<file path="config.mk">
export PLATFORM = sky130hd
export DESIGN_NAME = regfile_wb_arbiter
export DESIGN_NICKNAME = d
export VERILOG_FILES = /design/src/rtl/regfile_wb_arbiter.sv
export SDC_FILE = /design/constraint.sdc
export NUM_CORES = 1
export LEC_CHECK = 0
export ABC_AREA = 1
export ABC_CLOCK_PERIOD_IN_PS = 6100
export CAP_MARGIN = 20
export CORE_AREA = 2 2 95 165
export CTS_CLUSTER_DIAMETER = 120
export DETAILED_ROUTE_END_ITERATION = 6
export DIE_AREA = 0 0 97 167
export PLACE_DENSITY = 0.68
export SETUP_SLACK_MARGIN = 0.1
export SYNTH_ARGS = -nofsm -noshare
export SYNTH_HDL_FRONTEND = slang
export SYNTH_SLANG_ARGS = --single-unit
export TNS_END_PERCENT = 1
</file>
<file path="constraint.sdc">
create_clock -name clk_i -period 6.1 [get_ports clk_i]
set_input_delay 1.525 -clock clk_i [delete_from_list [all_inputs] [get_ports clk_i]]
set_output_delay 1.525 -clock clk_i [all_outputs]
set_load 0.02 [all_outputs]
</file>
<file path="src/rtl/regfile_wb_arbiter.sv">
// -----------------------------------------------------------------------------
// regfile_wb_arbiter
//
// Write-port arbiter/sequencer for the 32 x 32 register file. Two writeback
// sources (A: ALU result, B: load return) each feed a one-entry holding
// register through a valid/ready handshake. When both holds are full, a
// round-robin pointer decides which one drives the single registered write
// port. Writes to register 0 are accepted but dropped. A combinational
// pending-write query lets upstream hazard logic see writes not yet committed.
//
// Ports
//   clk_i        clock, rising edge
//   rst_i        asynchronous reset, active high
//   a_valid_i    source A has a write        a_ready_o  source A accepted
//   a_addr_i     source A destination        a_data_i   source A data
//   b_*          same as A, for source B
//   wr_addr_o    register file write address (registered)
//   wr_data_o    register file write data (registered)
//   reg_write_o  register file write enable (registered)
//   q_addr_i     hazard query address
//   q_pending_o  a write to q_addr_i is held or in the output stage
//   wr_count_o   number of writes issued, saturating
// -----------------------------------------------------------------------------
module regfile_wb_arbiter #(
  parameter int ADDR_W = 5,
  parameter int DATA_W = 32,
  parameter int CNT_W  = 16
) (
  input  logic              clk_i,
  input  logic              rst_i,
  input  logic              a_valid_i,
  output logic              a_ready_o,
  input  logic [ADDR_W-1:0] a_addr_i,
  input  logic [DATA_W-1:0] a_data_i,
  input  logic              b_valid_i,
  output logic              b_ready_o,
  input  logic [ADDR_W-1:0] b_addr_i,
  input  logic [DATA_W-1:0] b_data_i,
  output logic [ADDR_W-1:0] wr_addr_o,
  output logic [DATA_W-1:0] wr_data_o,
  output logic              reg_write_o,
  input  logic [ADDR_W-1:0] q_addr_i,
  output logic              q_pending_o,
  output logic [CNT_W-1:0]  wr_count_o
);

  localparam logic [ADDR_W-1:0] ADDR_ZERO = {ADDR_W{1'b0}};
  localparam logic [CNT_W-1:0]  CNT_MAX   = {CNT_W{1'b1}};
  localparam logic [CNT_W-1:0]  CNT_ONE   = {{(CNT_W-1){1'b0}}, 1'b1};

  // Holding registers
  logic              hold_a_vld_q,  hold_a_vld_d;
  logic [ADDR_W-1:0] hold_a_addr_q, hold_a_addr_d;
  logic [DATA_W-1:0] hold_a_data_q, hold_a_data_d;
  logic              hold_b_vld_q,  hold_b_vld_d;
  logic [ADDR_W-1:0] hold_b_addr_q, hold_b_addr_d;
  logic [DATA_W-1:0] hold_b_data_q, hold_b_data_d;

  // Output stage, arbitration pointer and counter
  logic              reg_write_q, reg_write_d;
  logic [ADDR_W-1:0] wr_addr_q,   wr_addr_d;
  logic [DATA_W-1:0] wr_data_q,   wr_data_d;
  logic              rr_q,        rr_d;
  logic [CNT_W-1:0]  wr_count_q,  wr_count_d;

  logic grant_a;
  logic grant_b;
  logic accept_a;
  logic accept_b;

  // Round-robin grant: rr_q=0 favours A, rr_q=1 favours B when both are full.
  always_comb begin
    grant_a = 1'b0;
    grant_b = 1'b0;
    if (hold_a_vld_q && hold_b_vld_q) begin
      if (rr_q) begin
        grant_b = 1'b1;
      end else begin
        grant_a = 1'b1;
      end
    end else if (hold_a_vld_q) begin
      grant_a = 1'b1;
    end else if (hold_b_vld_q) begin
      grant_b = 1'b1;
    end else begin
      grant_a = 1'b0;
      grant_b = 1'b0;
    end
  end

  // A hold can take a new entry when empty or when it drains this edge.
  assign a_ready_o = ~rst_i & (~hold_a_vld_q | grant_a);
  assign b_ready_o = ~rst_i & (~hold_b_vld_q | grant_b);
  assign accept_a  = a_valid_i & a_ready_o;
  assign accept_b  = b_valid_i & b_ready_o;

  // Hold A next state: refill wins over drain; address 0 leaves the hold empty.
  always_comb begin
    hold_a_vld_d  = hold_a_vld_q;
    hold_a_addr_d = hold_a_addr_q;
    hold_a_data_d = hold_a_data_q;
    if (accept_a) begin
      hold_a_vld_d  = (a_addr_i != ADDR_ZERO);
      hold_a_addr_d = a_addr_i;
      hold_a_data_d = a_data_i;
    end else if (grant_a) begin
      hold_a_vld_d  = 1'b0;
    end else begin
      hold_a_vld_d  = hold_a_vld_q;
    end
  end

  // Hold B next state: same rules as hold A.
  always_comb begin
    hold_b_vld_d  = hold_b_vld_q;
    hold_b_addr_d = hold_b_addr_q;
    hold_b_data_d = hold_b_data_q;
    if (accept_b) begin
      hold_b_vld_d  = (b_addr_i != ADDR_ZERO);
      hold_b_addr_d = b_addr_i;
      hold_b_data_d = b_data_i;
    end else if (grant_b) begin
      hold_b_vld_d  = 1'b0;
    end else begin
      hold_b_vld_d  = hold_b_vld_q;
    end
  end

  // Output stage, pointer and counter next state driven by the grant.
  always_comb begin
    reg_write_d = 1'b0;
    wr_addr_d   = wr_addr_q;
    wr_data_d   = wr_data_q;
    rr_d        = rr_q;
    wr_count_d  = wr_count_q;
    if (grant_a) begin
      reg_write_d = 1'b1;
      wr_addr_d   = hold_a_addr_q;
      wr_data_d   = hold_a_data_q;
      rr_d        = 1'b1;
    end else if (grant_b) begin
      reg_write_d = 1'b1;
      wr_addr_d   = hold_b_addr_q;
      wr_data_d   = hold_b_data_q;
      rr_d        = 1'b0;
    end else begin
      reg_write_d = 1'b0;
    end
    if ((grant_a || grant_b) && (wr_count_q != CNT_MAX)) begin
      wr_count_d = wr_count_q + CNT_ONE;
    end else begin
      wr_count_d = wr_count_q;
    end
  end

  // State registers; reset discards every held and in-flight write.
  always_ff @(posedge clk_i or posedge rst_i) begin
    if (rst_i) begin
      hold_a_vld_q  <= 1'b0;
      hold_a_addr_q <= {ADDR_W{1'b0}};
      hold_a_data_q <= {DATA_W{1'b0}};
      hold_b_vld_q  <= 1'b0;
      hold_b_addr_q <= {ADDR_W{1'b0}};
      hold_b_data_q <= {DATA_W{1'b0}};
      reg_write_q   <= 1'b0;
      wr_addr_q     <= {ADDR_W{1'b0}};
      wr_data_q     <= {DATA_W{1'b0}};
      rr_q          <= 1'b0;
      wr_count_q    <= {CNT_W{1'b0}};
    end else begin
      hold_a_vld_q  <= hold_a_vld_d;
      hold_a_addr_q <= hold_a_addr_d;
      hold_a_data_q <= hold_a_data_d;
      hold_b_vld_q  <= hold_b_vld_d;
      hold_b_addr_q <= hold_b_addr_d;
      hold_b_data_q <= hold_b_data_d;
      reg_write_q   <= reg_write_d;
      wr_addr_q     <= wr_addr_d;
      wr_data_q     <= wr_data_d;
      rr_q          <= rr_d;
      wr_count_q    <= wr_count_d;
    end
  end

  // Pending query covers both holds and the output stage; register 0 never pends.
  always_comb begin
    q_pending_o = 1'b0;
    if (q_addr_i == ADDR_ZERO) begin
      q_pending_o = 1'b0;
    end else begin
      q_pending_o = (hold_a_vld_q && (hold_a_addr_q == q_addr_i)) ||
                    (hold_b_vld_q && (hold_b_addr_q == q_addr_i)) ||
                    (reg_write_q  && (wr_addr_q     == q_addr_i));
    end
  end

  assign reg_write_o = reg_write_q;
  assign wr_addr_o   = wr_addr_q;
  assign wr_data_o   = wr_data_q;
  assign wr_count_o  = wr_count_q;

endmodule

</file>
==> results of run 1 <==
-- final timing paths --
path / to / cells after the start
worst max-delay path: q_pending_o / 10
worst min-delay path: hold_a_data_q[13] / 2
worst max register to register: hold_b_vld_q / 7
worst min register to register: hold_a_data_q[13] / 2
max in group asynchronous: wr_data_o[31] / 4
min in group asynchronous: hold_a_data_q[5] / 3
-- registers in the layout, indices dropped and copies added, names as in the netlist --
signal,count
wr_count_o,16
hold_a_data_q,32
hold_a_vld_q,1
hold_a_addr_q,5
hold_b_addr_q,5
wr_addr_o,5
hold_b_vld_q,1
reg_write_o,1
rr_q,1
wr_data_o,32
hold_b_data_q,32
-- worst register-to-register path, stage by stage, from the launching register on --
cell and delay (ps):
dfrtp_1 500, nand2_1 120, nor2_1 190, nor2_1 90, nand2_2 670, inv_2 560, o21ai_1 210, o21ai_0 100
-- kinds of logic (layout without fill, tap and decap cells) --
kind of cell / Yosys count / count (layout) / share of synthesized area (%)
AO/OA/AOI/OAI: 23 / 23 / 2.369
XOR/XNOR: 8 / 8 / 1.206
flip-flops: 131 / 131 / 56.42
buffers and inverters: 70 / 212 / 5.103
adder cells (fa/ha/maj): 1 / 1 / 0.2153
AND/OR/NAND/NOR: 498 / 498 / 34.69
-- cell usage in the layout, fill, tap and decap left out --
master,instances
o221ai_1,5
clkdlybuf4s50_1,139
nand3b_1,3
nor2_4,1
clkinvlp_4,4
clkbuf_8,2
dfrtp_1,131
a21oi_4,1
bufinv_16,3
ha_1,1
xnor2_1,7
nand3_1,82
nand4_1,4
nor3_1,2
inv_2,8
clkbuf_1,2
buf_4,2
clkinv_2,4
inv_1,31
nor2_1,27
o21ai_1,14
nand2_1,374
xor2_1,1
nand2_2,1
o21ai_0,3
nand2_4,1
nor2_2,3
clkbuf_16,17
-- per-stage QoR --
stage                     std cells  util (%)  setup slack [ps]  instance area [um2]  hold WS (ps)
after floorplan                 731         -             784.4                 5814         449.2
after global placement         1025     49.30              1273                 7316         462.2
after detailed placement       1025     49.30              1234                 7316         465.2
after CTS                      1056     53.30              1232                 7909         480.3
after global routing           1056     53.30              1133                 7909         492.6
final                          1056     53.30              1225                 7909         476.2
-- per-layer routing --
layer | wire, um | global-route usage, %
met1 | 6276 | 22.49
met2 | 8513 | 35.99
met3 | 699 | 4.574
met4 | 459 | 8.512
met5 | 0 | 0
-- power breakdown --
part           total (mW)  switching [mW]  internal, mW
logic               0.660           0.360         0.300
clock network        1.03           0.368         0.659
registers            1.14           0.117          1.03
total                2.83           0.845          1.98
-- area by class of cell --
class                           instances  area [um2]  area share (%)
Multi-Input combinational cell        530        2248           28.43
Clock buffer                           21       460.4           5.822
Tap cell                              183       229.0           2.895
Clock inverter                         10       132.6           1.677
Sequential cell                       131        3278           41.45
Inverter                               40       153.9           1.946
Timing Repair Buffer                  141        1406           17.78
==> summary.txt, run 1 <==
Critical Path Source Type - input port
CTS tree - built
H-Tree Depth - 4
Post-Syn Area per Cell - 7.949 um2
Ys Warns - 0
Top cells by area, synth - dfrtp_1 56%, nand2_1 24%, nand3_1 7.1%
Reg-to-Reg Start - hold_b_vld_q
Hold Crit Class - flip-flop to flip-flop
Post-synth top area share - 56.42%
Placer Congestion - 0.8567
Critical path class - input port to primary output
Clk_lat worst skew - 410 ps
Post-route ant nets - 0
Fin Setup TNS - 0 ps
Min Clock Period, post-route - 4875 ps
CP Capture Type - primary output
Most frequent cell after synthesis - nand2_1
Postcts setup bufs - 0
Gr usage total - 20.01%
Post-synth design cell area - 0.005811 mm2
Largest stage delay, worst path - 590 ps
Worst EP arrival - 3350 ps
CP required - 4580 ps
Synth area leader - dfrtp_1
First-pass GRT wire length - 25,790 um
Clock slew at reported path FFs - 50 ps
Fin. Hold Viols - 0
Slew @ Worst Pin - 1037 ps
Port buffer count - 139
Post-synthesis sequential area ratio - 56.42%
Most common flop cell mapped by yosys - dfrtp_1
Hold_sp - hold_a_data_q[13]
Slowest CP cell - clkdlybuf4s50_1
Final worst-path cycle share - 79.91%
Fill cell count - 1,390
Diodes inserted - 0
Sink Count - 131
Synthesis-to-finish area growth - 36.11%
Post-cts sizing count - 0
Routed len/inst - 15.10 um
# hold bufs at CTS - 0
FMAX - 205.1 MHz
Largest net degree at the start of global routing - 72
Unrepaired setup endpoints after global routing - false
Placed wire-length estimate - 10,260 um
Maximum vdd drop - 0.2051 mV
Slew HR - 30.71%
Buf/Inv on CP - 4
CP max FO - 5
Critical path's top delay family - buffers and inverters
Critical Path Most Common Cell - nand2_1
Post-synth EDFFs - 0
Ys async rst share - 100.0%
DR vias/cell - 4.909
Max-cap violation count - 0
Fin nets - 945
Crit path cell chain - clkdlybuf4s50_1 -> inv_1 -> nand2_1 -> nand2_1 -> nor2_1 -> nand3_1 -> nand3_1 -> nand2_1 -> inv_1 -> clkdlybuf4s50_1
Drt first pass iters - 5
Post-Syn Nets - 815
Clk_skew - 8.237 ps
Initial antenna violation count - 0
Pleak - 3.853 nW
P per Cell Area - 357.7 mW/mm2
Final WL - 15,950 um
IO Pins - 140
Total number of vias - 5,184
GR Overflow Total - 0
Die width - 97 um
Initial Util - 39.16%
Number of global-route vias before repair - 5,196
Site Rows - 59
Synth cell types - 22
Layout cells sized above 1 - 5.384%
DIE AREA - 0.01620 mm2
Die Y - 167 um
DR iter-0 viols - 267
Cells after Synth - 731
Total chip power - 2.829 mW
CTS root buf - clkbuf_16
CTS Buffer Depth - 2
Core area - 0.01484 mm2
Crit. Startpoint - q_addr_i[4]
Slew Viols, Final - 0
Most common library cells after synthesis - 374 x nand2_1, 131 x dfrtp_1, 82 x nand3_1
Setup violators final - 0
Status - finished clean
Residual DRC - 0
Synth Register Bits - 131
Inserted Clock Buffers - 17
Reg2reg setup slack - 3540 ps
Power figures use the tool's default switching activity.
==> run 2: changes to the inputs <==
ABC_CLOCK_PERIOD_IN_PS = 5000   (was 6100)
PLACE_DENSITY = 0.65   (was 0.68)
clock period = 5 ns   (was 6.1 ns; I/O delays follow)
==> summary.txt, run 2 (synthesized netlist as in run 1, its figures left out) <==
Status - finished clean (unchanged)
Setup violators final - 0 (unchanged)
FMAX - 230.4 MHz
Total chip power - 3.602 mW (was 2.829 mW)
GR Overflow Total - 0 (unchanged)
Hold Crit Class - flip-flop to flip-flop (unchanged)
Most frequent cells in the layout - 374 x nand2_1, 139 x clkdlybuf4s50_1, 131 x dfrtp_1, 82 x nand3_1, 31 x inv_1 (unchanged)
Buf/Inv on CP - 4 (unchanged)
Gr usage total - 20.52% (was 20.01%)
Final WL - 16,020 um (was 15,950 um)
CTS root buf - clkbuf_16 (unchanged)
DR iter-0 viols - 317 (was 267)
Slew HR - 30.05% (was 30.71%)
Max-cap violation count - 0 (unchanged)
Min Clock Period, post-route - 4340 ps
Die width - 97 um (unchanged)
Unrepaired setup endpoints after global routing - false (unchanged)
Design area - 0.007988 mm2 (was 0.007909 mm2)
Synthesis-to-finish area growth - 37.47% (was 36.11%)
Largest net degree at the start of global routing - 73 (was 72)
Fin nets - 946 (was 945)
Slowest CP cell - clkdlybuf4s50_1 (unchanged)
Slew @ Worst Pin - 1047 ps (was 1037 ps)
Residual DRC - 0 (unchanged)
Worst Reg-to-Reg Cells - 5 (was 7)
CTS tree - built (unchanged)
Layout cells sized above 1 - 5.714% (was 5.384%)
First-pass GRT wire length - 26,410 um (was 25,790 um)
Clk_lat worst skew - 410 ps (about the same)
Crit path cell chain - clkdlybuf4s50_1 -> inv_1 -> nand2_1 -> nand2_1 -> nor2_1 -> nand3_1 -> nand3_1 -> nand2_1 -> inv_1 -> clkdlybuf4s50_1 (unchanged)
Core area - 0.01484 mm2 (unchanged)
Diodes inserted - 0 (unchanged)
Critical path class - input port to primary output (unchanged)
Post-cts sizing count - 0 (unchanged)
Final worst-path cycle share - 86.79%
# hold bufs at CTS - 0 (unchanged)
Critical path's top delay family - buffers and inverters (unchanged)
Largest stage delay, worst path - 600 ps (was 590 ps)
Post-route ant nets - 0 (unchanged)
Most common cell after layout, fill and taps aside - nand2_1 (unchanged)
Initial Util - 39.16% (unchanged)
CP max FO - 5 (unchanged)
Worst EP arrival - 3090 ps (was 3350 ps)
Critical Path Source Type - input port (unchanged)
Reg2reg setup slack - 2420 ps (was 3540 ps)
Sink Count - 131 (unchanged)
Placer Congestion - 0.7966 (was 0.8567)
DP Area - 0.007323 mm2 (was 0.007316 mm2)
Port buffer count - 139 (unchanged)
Total number of vias - 5,209 (was 5,184)
Postcts setup bufs - 0 (unchanged)
Inserted Clock Buffers - 17 (unchanged)
P per Cell Area - 451.0 mW/mm2 (was 357.7 mW/mm2)
Worst path depth - 10 (unchanged)
Die Y - 167 um (unchanged)
Critical Path Most Common Cell - nand2_1 (unchanged)
DR vias/cell - 4.923 (was 4.909)
CP Capture Type - primary output (unchanged)
WHS Path Cells - 2 (unchanged)
DIE AREA - 0.01620 mm2 (unchanged)
Placed wire-length estimate - 10,330 um (was 10,260 um)
Pleak - 3.893 nW (was 3.853 nW)
IO Pins - 140 (unchanged)
Site Rows - 59 (unchanged)
Number of global-route vias before repair - 5,318 (was 5,196)
Clk_skew - 9.524 ps (was 8.237 ps)
Initial antenna violation count - 0 (unchanged)
Slew Viols, Final - 0 (unchanged)
H-Tree Depth - 4 (unchanged)
Fin Setup TNS - 0 ps (unchanged)
Fin. Hold Viols - 0 (unchanged)
Drt first pass iters - 4 (was 5)
Routed len/inst - 15.14 um (was 15.10 um)
CTS Buffer Depth - 2 (unchanged)
Maximum vdd drop - 0.2114 mV (was 0.2051 mV)
CP required - 3750 ps (was 4580 ps)
Clock slew at reported path FFs - 60 ps (was 50 ps)
[run 2: cell types whose count changed in the layout (fill, tap and decap cells not counted), moves of 2 or more]
cell	delta
bufinv_16	+2
clkinv_2	-4
clkinv_4	+4
clkinvlp_4	-2
inv_6	+2
[run 2: final timing paths]
| path | startpoint | end |
|---|---|---|
| setup reg to reg | hold_a_vld_q | wr_addr_o[0] |
| max in group asynchronous | rst_i | hold_a_data_q[13] |
| min in group asynchronous | rst_i | hold_a_data_q[9] |
| hold / removal | hold_a_data_q[21] | hold_a_data_q[21] |
| setup / recovery | q_addr_i[2] | q_pending_o |
| hold reg to reg | hold_a_data_q[21] | hold_a_data_q[21] |
[run 2: cell type report]
cell class	instances	area, um2
fill	1404	6850
timing repair buffer	142	1414
sequential	131	3278
tap	183	229.0
inverter	40	153.9
clock inverter	13	221.5
clock buffer	19	442.9
multi-input combinational	530	2248
[run 2: metrics by stage]
| stage | std cells | setup slack [ps] | hold WS [ps] | utilization [%] |
|---|---|---|---|---|
| after floorplan | 731 | 234.4 | 449.2 | - |
| after global placement | 1026 | 700.4 | 462.4 | 49.35 |
| after detailed placement | 1026 | 697.0 | 465.0 | 49.35 |
| after CTS | 1058 | 666.3 | 481.7 | 53.83 |
| after global routing | 1058 | 542.4 | 497.5 | 53.83 |
| final | 1058 | 660.3 | 478.3 | 53.83 |
[run 2: tightest hold or removal path, stage by stage, from the launching register on]
cell     delay [ps]
dfrtp_1         340
nand2_1          50
nand2_1          50
[run 2: power breakdown]
part           internal [mW]  leakage, nW  switching, mW  total (mW)
logic                  0.366         1.93          0.440       0.807
clock network          0.909        0.320          0.492        1.40
registers               1.25         1.64          0.145        1.40
total                   2.53         3.89           1.08        3.60
[run 2: routing by layer]
layer  GRT usage (%)  wire length [um]
met4           8.389               380
met2           37.17              8573
met1           23.72              6391
met5               0                 0
met3           3.567               677
